`src/rtl/rv0_alu_arb.sv`:
```
// Two-requester arbiter in front of the shared combinational ALU.
// Grants one request per cycle and returns each result through a one-entry result register.
module rv0_alu_arb #(
  parameter int XLEN       = 32,
  parameter bit FIXED_PRIO = 1'b0
) (
  input  logic                 clk_i,
  input  logic                 rst_i,
  input  logic [1:0]           req_valid_i,
  output logic [1:0]           req_ready_o,
  input  logic [1:0][31:0]     req_insn_i,
  input  logic [1:0][XLEN-1:0] req_addr_i,
  input  logic [1:0][XLEN-1:0] req_rdata1_i,
  input  logic [1:0][XLEN-1:0] req_rdata2_i,
  output logic [31:0]          alu_insn_o,
  output logic [XLEN-1:0]      alu_addr_o,
  output logic [XLEN-1:0]      alu_rdata1_o,
  output logic [XLEN-1:0]      alu_rdata2_o,
  input  logic [XLEN-1:0]      alu_wdata_i,
  output logic [1:0]           rsp_valid_o,
  input  logic [1:0]           rsp_ready_i,
  output logic [XLEN-1:0]      rsp_wdata_o,
  output logic                 busy_o
);

  logic            res_vld_q;
  logic            res_id_q;
  logic            prio_q;
  logic [XLEN-1:0] res_q;

  logic       can_accept;
  logic       drain;
  logic [1:0] grant;
  logic       gnt_id;

  assign drain = res_vld_q && rsp_ready_i[res_id_q];

  // NOTE: every combinational output gets a default first, so no path leaves it unassigned (no latch).
  always_comb begin
    grant      = 2'b00;
    can_accept = !res_vld_q || rsp_ready_i[res_id_q];
    // Grant is suppressed while in reset so req_ready_o and the ALU bus read zero.
    if (!rst_i && can_accept) begin
      case (req_valid_i)
        2'b01:   grant = 2'b01;
        2'b10:   grant = 2'b10;
        2'b11:   grant = (FIXED_PRIO || !prio_q) ? 2'b01 : 2'b10;
        default: grant = 2'b00;
      endcase
    end
    gnt_id = grant[1];
  end

  assign req_ready_o = grant;

  always_comb begin
    alu_insn_o   = '0;
    alu_addr_o   = '0;
    alu_rdata1_o = '0;
    alu_rdata2_o = '0;
    if (|grant) begin
      alu_insn_o   = req_insn_i[gnt_id];
      alu_addr_o   = req_addr_i[gnt_id];
      alu_rdata1_o = req_rdata1_i[gnt_id];
      alu_rdata2_o = req_rdata2_i[gnt_id];
    end
  end

  // NOTE: sequential state uses non-blocking assignments so all registers update together at the edge.
  always_ff @(posedge clk_i) begin
    if (rst_i) begin
      res_vld_q <= 1'b0;
      res_id_q  <= 1'b0;
      res_q     <= '0;
      prio_q    <= 1'b0;
    end else if (|grant) begin
      res_q     <= alu_wdata_i;
      res_id_q  <= gnt_id;
      res_vld_q <= 1'b1;
      if (!FIXED_PRIO) prio_q <= ~gnt_id;
    end else if (drain) begin
      res_vld_q <= 1'b0;
    end
  end

  always_comb begin
    rsp_valid_o = 2'b00;
    rsp_wdata_o = '0;
    if (!rst_i && res_vld_q) begin
      rsp_valid_o = res_id_q ? 2'b10 : 2'b01;
      rsp_wdata_o = res_q;
    end
  end

  assign busy_o = !rst_i && res_vld_q;

endmodule

```
`config.mk`:
```
export PLATFORM = sky130hd
export DESIGN_NAME = rv0_alu_arb
export DESIGN_NICKNAME = d
export VERILOG_FILES = /design/src/rtl/rv0_alu_arb.sv
export SDC_FILE = /design/constraint.sdc
export NUM_CORES = 1
export LEC_CHECK = 0
export CAP_MARGIN = 20
export CORE_AREA = 5 5 178 180
export CTS_CLUSTER_SIZE = 16
export DETAILED_ROUTE_END_ITERATION = 16
export DIE_AREA = 0 0 183 185
export PLACE_DENSITY = 0.53
export REMOVE_ABC_BUFFERS = 1
export SLEW_MARGIN = 20
export SYNTH_ARGS = -nofsm -noshare
export SYNTH_HDL_FRONTEND = slang
export SYNTH_SLANG_ARGS = --single-unit
```
`constraint.sdc`:
```
create_clock -name clk_i -period 1.66 [get_ports clk_i]
set_input_delay 0.332 -clock clk_i [delete_from_list [all_inputs] [get_ports clk_i]]
set_output_delay 0.332 -clock clk_i [all_outputs]
set_load 0.01 [all_outputs]
```
**Word-level counts from Yosys, hierarchy flattened**

Cells that the tools add are included.

- Bits in registers: 35
- Output and inout bits: 165
- Word-level logic and storage cells: 40

- Magnitude comparators: 2
- Eq/ne operators: 3
- Muxes and demuxes: 22
- Bitwise logic cells: 1
- Reductions and logical operators: 8

Operator list:

| cell | count |
|---|---|
| 32-bit two-way mux | 13 |
| 2-bit two-way mux | 4 |
| 2-bit case mux with 3 select lines | 1 |
| 2-bit == test, second input constant | 2 |
| 1-bit by 2-bit < comparator with 1-bit output, second input constant | 2 |
| 1-bit two-way mux | 4 |
| 1-bit logical AND | 3 |
| 2-bit by 1-bit == test with 1-bit output, second input constant | 1 |
| 1-bit logical NOT | 2 |
| 2-bit nonzero test | 1 |
| 2-bit OR reduction | 1 |
| 1-bit logical OR | 1 |
| 1-bit inverter | 1 |

**Depth between registers and ports, before layout**

- Word-level depth: 8
- Mapped depth: 6
- Mapped depth without buffers: 3

**Worst setup path before layout**

OpenSTA, ideal clock, no wires.

- Path type: input to output
- From: input port req_valid_i[1]
- To: output port alu_addr_o[0]
- Arrival time: 1.413 ns
- Data required time: 1.328 ns
- Setup slack: -0.085 ns
- Cell stages on the path: 6
- Cell sequence: buf_2 -> a21boi_0 -> buf_2 -> clkbuf_1 -> nand2_1 -> a21oi_1

- Cells in the longest elaborated chain, start to end: 6
- Elaborated cells between the ends (all ways): 9
- Those cells by class: 3 x eq/ne; 5 x mux; 1 x reduce/logical

RTL lines:

| item | RTL line | text |
|---|---|---|
| start, declared | 9 | `input logic [1:0] req_valid_i,` |
| 2-bit == test or 2-bit by 1-bit == test with 1-bit output (tied branches) | 44 | `case (req_valid_i)` |
| 2-bit case mux with 3 select lines * | 44 |  |
| 2-bit two-way mux * | 43 | `if (!rst_i && can_accept) begin` |
| 32-bit two-way mux (not written as such) (2 in a row) | 63 | `alu_addr_o = req_addr_i[gnt_id];` |
| 32-bit two-way mux * | 61 | `if (\|grant) begin` |
| end, declared | 16 | `output logic [XLEN-1:0] alu_addr_o,` |

Every way passes the cells marked *; elsewhere a longest branch is shown, timed or not. The select of a mux whose other input is x is not followed.

**Worst setup path after layout**

- From: register res_id_q
- To: output port alu_rdata1_o[0]

- Cells in the longest elaborated chain, start to end: 8
- Elaborated cells between the ends (all ways): 9
- Those cells by class: 6 x mux; 3 x reduce/logical

RTL lines:

| item | RTL line | text |
|---|---|---|
| start, declared | 27 | `logic res_id_q;` |
| start signal, assigned | 78 | `res_id_q <= gnt_id;` |
| 1-bit two-way mux (not written as such) * (2 in a row) | 41 | `can_accept = !res_vld_q \|\| rsp_ready_i[res_id_q];` |
| 1-bit logical OR * | 41 |  |
| 1-bit logical AND * | 43 |  |
| 2-bit two-way mux * | 43 |  |
| 32-bit two-way mux (not written as such) (2 in a row) | 64 | `alu_rdata1_o = req_rdata1_i[gnt_id];` |
| 32-bit two-way mux * | 61 |  |
| end, declared | 17 | `output logic [XLEN-1:0] alu_rdata1_o,` |

Marks and branches as above.

==> impl_metrics.tcl <==
set metrics [dict create \
    outcome "finished, violations left" \
    failed_checks "negative setup slack" \
    ff2ff_setup_slack_ns 0.05 \
    drive_gt1_frac 0.417 \
    first_pass_iters 5 \
    vias_per_cell 4.26 \
    yosysMostFrequentCell "a21oi_1" \
    p_switching_mw 1.60 \
    internal-power_mw 3.12 \
    dp_hpwl_mm 20.9 \
    fp.dieW_um 183 \
    drt-wirelength-per-cell_um 19.5 \
    fmaxAchievable_ghz 0.476 \
    ys_ff_latch 35 \
    grt_pass1_wl_mm 40.3 \
    layout_min_cycle_time_ns 2.10 \
    grt_pass1_vias 6493 \
    place_congestion 0.897 \
    crit_fanout 17 \
    synth_top_family_by_area "simple AND/OR/NAND/NOR gates" \
    crit_path_end_kind "primary output" \
    fin_skew_ns 0.00471 \
    rr_endpoint "prio_q$_SDFFE_PP0P_" \
    drcViolationCount 0 \
    syn_area_um2 3510 \
    yosys_most_used_dff "dfxtp_1" \
    swShare 0.339 \
    rows 64 \
    ys_types 30 \
    grt_busiest_layer "met2" \
    die_y_um 185 \
    finalHoldViolations 0 \
    setup_tns_ns -44.63 \
    clock-sinks 35 \
    critPathLaunchType "flop" \
    min_period_over_period 1.27 \
    yosysTopAreaCell "dfxtp_1" \
    start_util 0.117 \
    nFillCells 3180 \
    synth-adder-area-share 0 \
    die_area_um2 33900 \
    yosys.area.top_type_share 0.200 \
    antenna_left 0 \
    h-tree-depth 2 \
    p_seq_frac 0.203 \
    synth-xor-area-share 0 \
    multi_input_comb_area_um2 3080 \
    track_usage 0.153 \
    drv_cap 0 \
    synth_edf_count 0 \
    regArea_um2 709 \
    wl_mm 29.2 \
    relSlewSlack 0.762 \
    cp-endpoint "alu_rdata1_o[0]" \
    final_nets 1388 \
    netlist_instances 580 \
    worst_pin_slew_ns 0.353 \
    dp_slack_ns -1.05 \
    port_buffers 458 \
    syn_avg_cell_area_um2 6.05 \
    maxSlewViolCount 0 \
    syn_to_final_growth_pct 187 \
    r2r_start "res_id_q$_SDFFE_PP0P_" \
    vias 6357 \
    hp-start "res_q[12]$_SDFFE_PP0P_" \
    synthMuxAreaShare 0.00606 \
    grt_overflow 0 \
    clk_latency_ns 0.27 \
    io_pins 459 \
    drt-initial-drc-count 198 \
    synth-compound-area-share 0.296 \
    use_met2 0.265 \
    startpoint "res_id_q$_SDFFE_PP0P_" \
    antenna_found_initial 2 \
    clockBufferDepth 2 \
    postLayoutSetupSlackWorst_ns -0.441 \
    cts_buffers 5 \
    synth_common_cells "130 x a21oi_1, 129 x nand2_1, 128 x nand3_1, 35 x dfxtp_1, 32 x and2_1" \
    cts_hold_buf 0 \
    reg2reg_depth 5 \
    clock_power_share 0.189 \
    core_um2 30000 \
    arrival_ns 1.77 \
    grt_max_degree 44 \
    setup_viol 146 \
    root_buffer "clkbuf_16" \
    pwr-share-comb 0.608 \
    path_clk_slew_ns 0.06 \
    peakVddDrop_uv 311 \
    yosys.area_share.simple 0.396 \
    async_reset_ff_frac 0 \
    rsz0062_at_grt "true" \
    cts_tree "built" \
    leakage_nw 4.22 \
    use_met3 0.0438 \
    min_delay_path_depth 1 \
    cp.required_ns 1.33 \
    path_class "reg -> out" \
    yosysWarningCount 0 \
    netlist_top_cells_area "dfxtp_1 20%, a21oi_1 19%, nand3_1 18%" \
    grtUsageMet1 0.187 \
    final_core_util 0.336 \
    min_path_type "reg -> reg" \
    yosysSeqAreaShare 0.200 \
    powerDensity_nw_per_um2 468 \
]
==> per-layer routing <==
| metal | up-vias | part of all wire | routed length (um) |
|---|---|---|---|
| met5 | - | 0 | 0 |
| met2 | 286 | 0.50 | 14600 |
| met3 | 38 | 0.076 | 2220 |
| met4 | 0 | 0.023 | 681 |
| met1 | 2977 | 0.40 | 11700 |
| li1 | 3056 | - | - |
==> worst min path at each step <==
stage / to / slack, ns
global placement: res_q[12]$_SDFFE_PP0P_ / 0.45
detailed placement: res_q[7]$_SDFFE_PP0P_ / 0.45
floorplan: res_vld_q$_SDFFE_PP0P_ / 0.40
finish: res_q[12]$_SDFFE_PP0P_ / 0.47
global route: res_vld_q$_SDFFE_PP0P_ / 0.47
CTS: res_vld_q$_SDFFE_PP0P_ / 0.45
==> state kept, by name, indices dropped and copies added, names as in the netlist <==
name	count
res_q	32
prio_q	1
res_id_q	1
res_vld_q	1
==> cell families after synthesis <==
group / count (synthesis)
flops: 35
buf+inv: 72
simple gates: 301
compound gates: 170
mux: 2
==> power groups by stage <==
stage / combinational [mW] / sequential [mW] / clock (mW)
2_1_floorplan: 0.793 / 0.959 / 0
3_3_place_gp: 2.45 / 0.964 / 0
3_5_place_dp: 2.45 / 0.965 / 0
4_1_cts: 2.57 / 0.954 / 0.921
5_1_grt: 3.07 / 0.968 / 0.967
6_report: 2.87 / 0.960 / 0.890
==> cell usage in the layout (no fill, tap or decap), drive strengths merged, types with 2 or more instances in the layout <==
cell / instances
a21o: 2
nand2: 129
clkdlybuf4s50: 288
dfxtp: 35
inv: 4
dlygate4sd2: 2
and2: 32
buf: 273
nand3: 128
diode: 2
dlymetal6s2s: 2
a22o: 32
a21oi: 130
nor2: 7
clkbuf: 14
==> area by class of cell <==
type,count,share of cell area
repair buffers,574,0.558
well taps,396,0.0491
multi-input cells,474,0.306
flip-flops and latches,35,0.0703
clock inverters,1,0.000496
clock buffers,7,0.0132
inverters,4,0.00223
diodes,2,0.000496
==> through the flow <==
stage	hold WS (ns)	total power, mW	instances	cell area [um^2]
3_3_place_gp	0.448	3.41	1425	8960
2_1_floorplan	0.404	1.75	512	3160
6_report	0.468	4.72	1493	10100
5_1_grt	0.471	5.00	1493	10100
3_5_place_dp	0.450	3.41	1425	8960
4_1_cts	0.455	4.44	1456	9180
==> critical path, stage by stage, from the launching register on <==
cell and delay, ns:
dfxtp_2 0.34, mux2i_4 0.19, a21o_4 0.23, buf_12 0.15, buf_16 0.17, buf_4 0.15
a21oi_1 0.11, buf_2 0.15
==> what timing repair did <==
item	4_1_cts	5_1_grt
pin swaps	3	32
cloned	11	5
buffers inserted	12	30
endpoints found under the setup margin	166	165
gates resized for setup	566	324
Note: power is estimated with default switching activity, not from simulation.
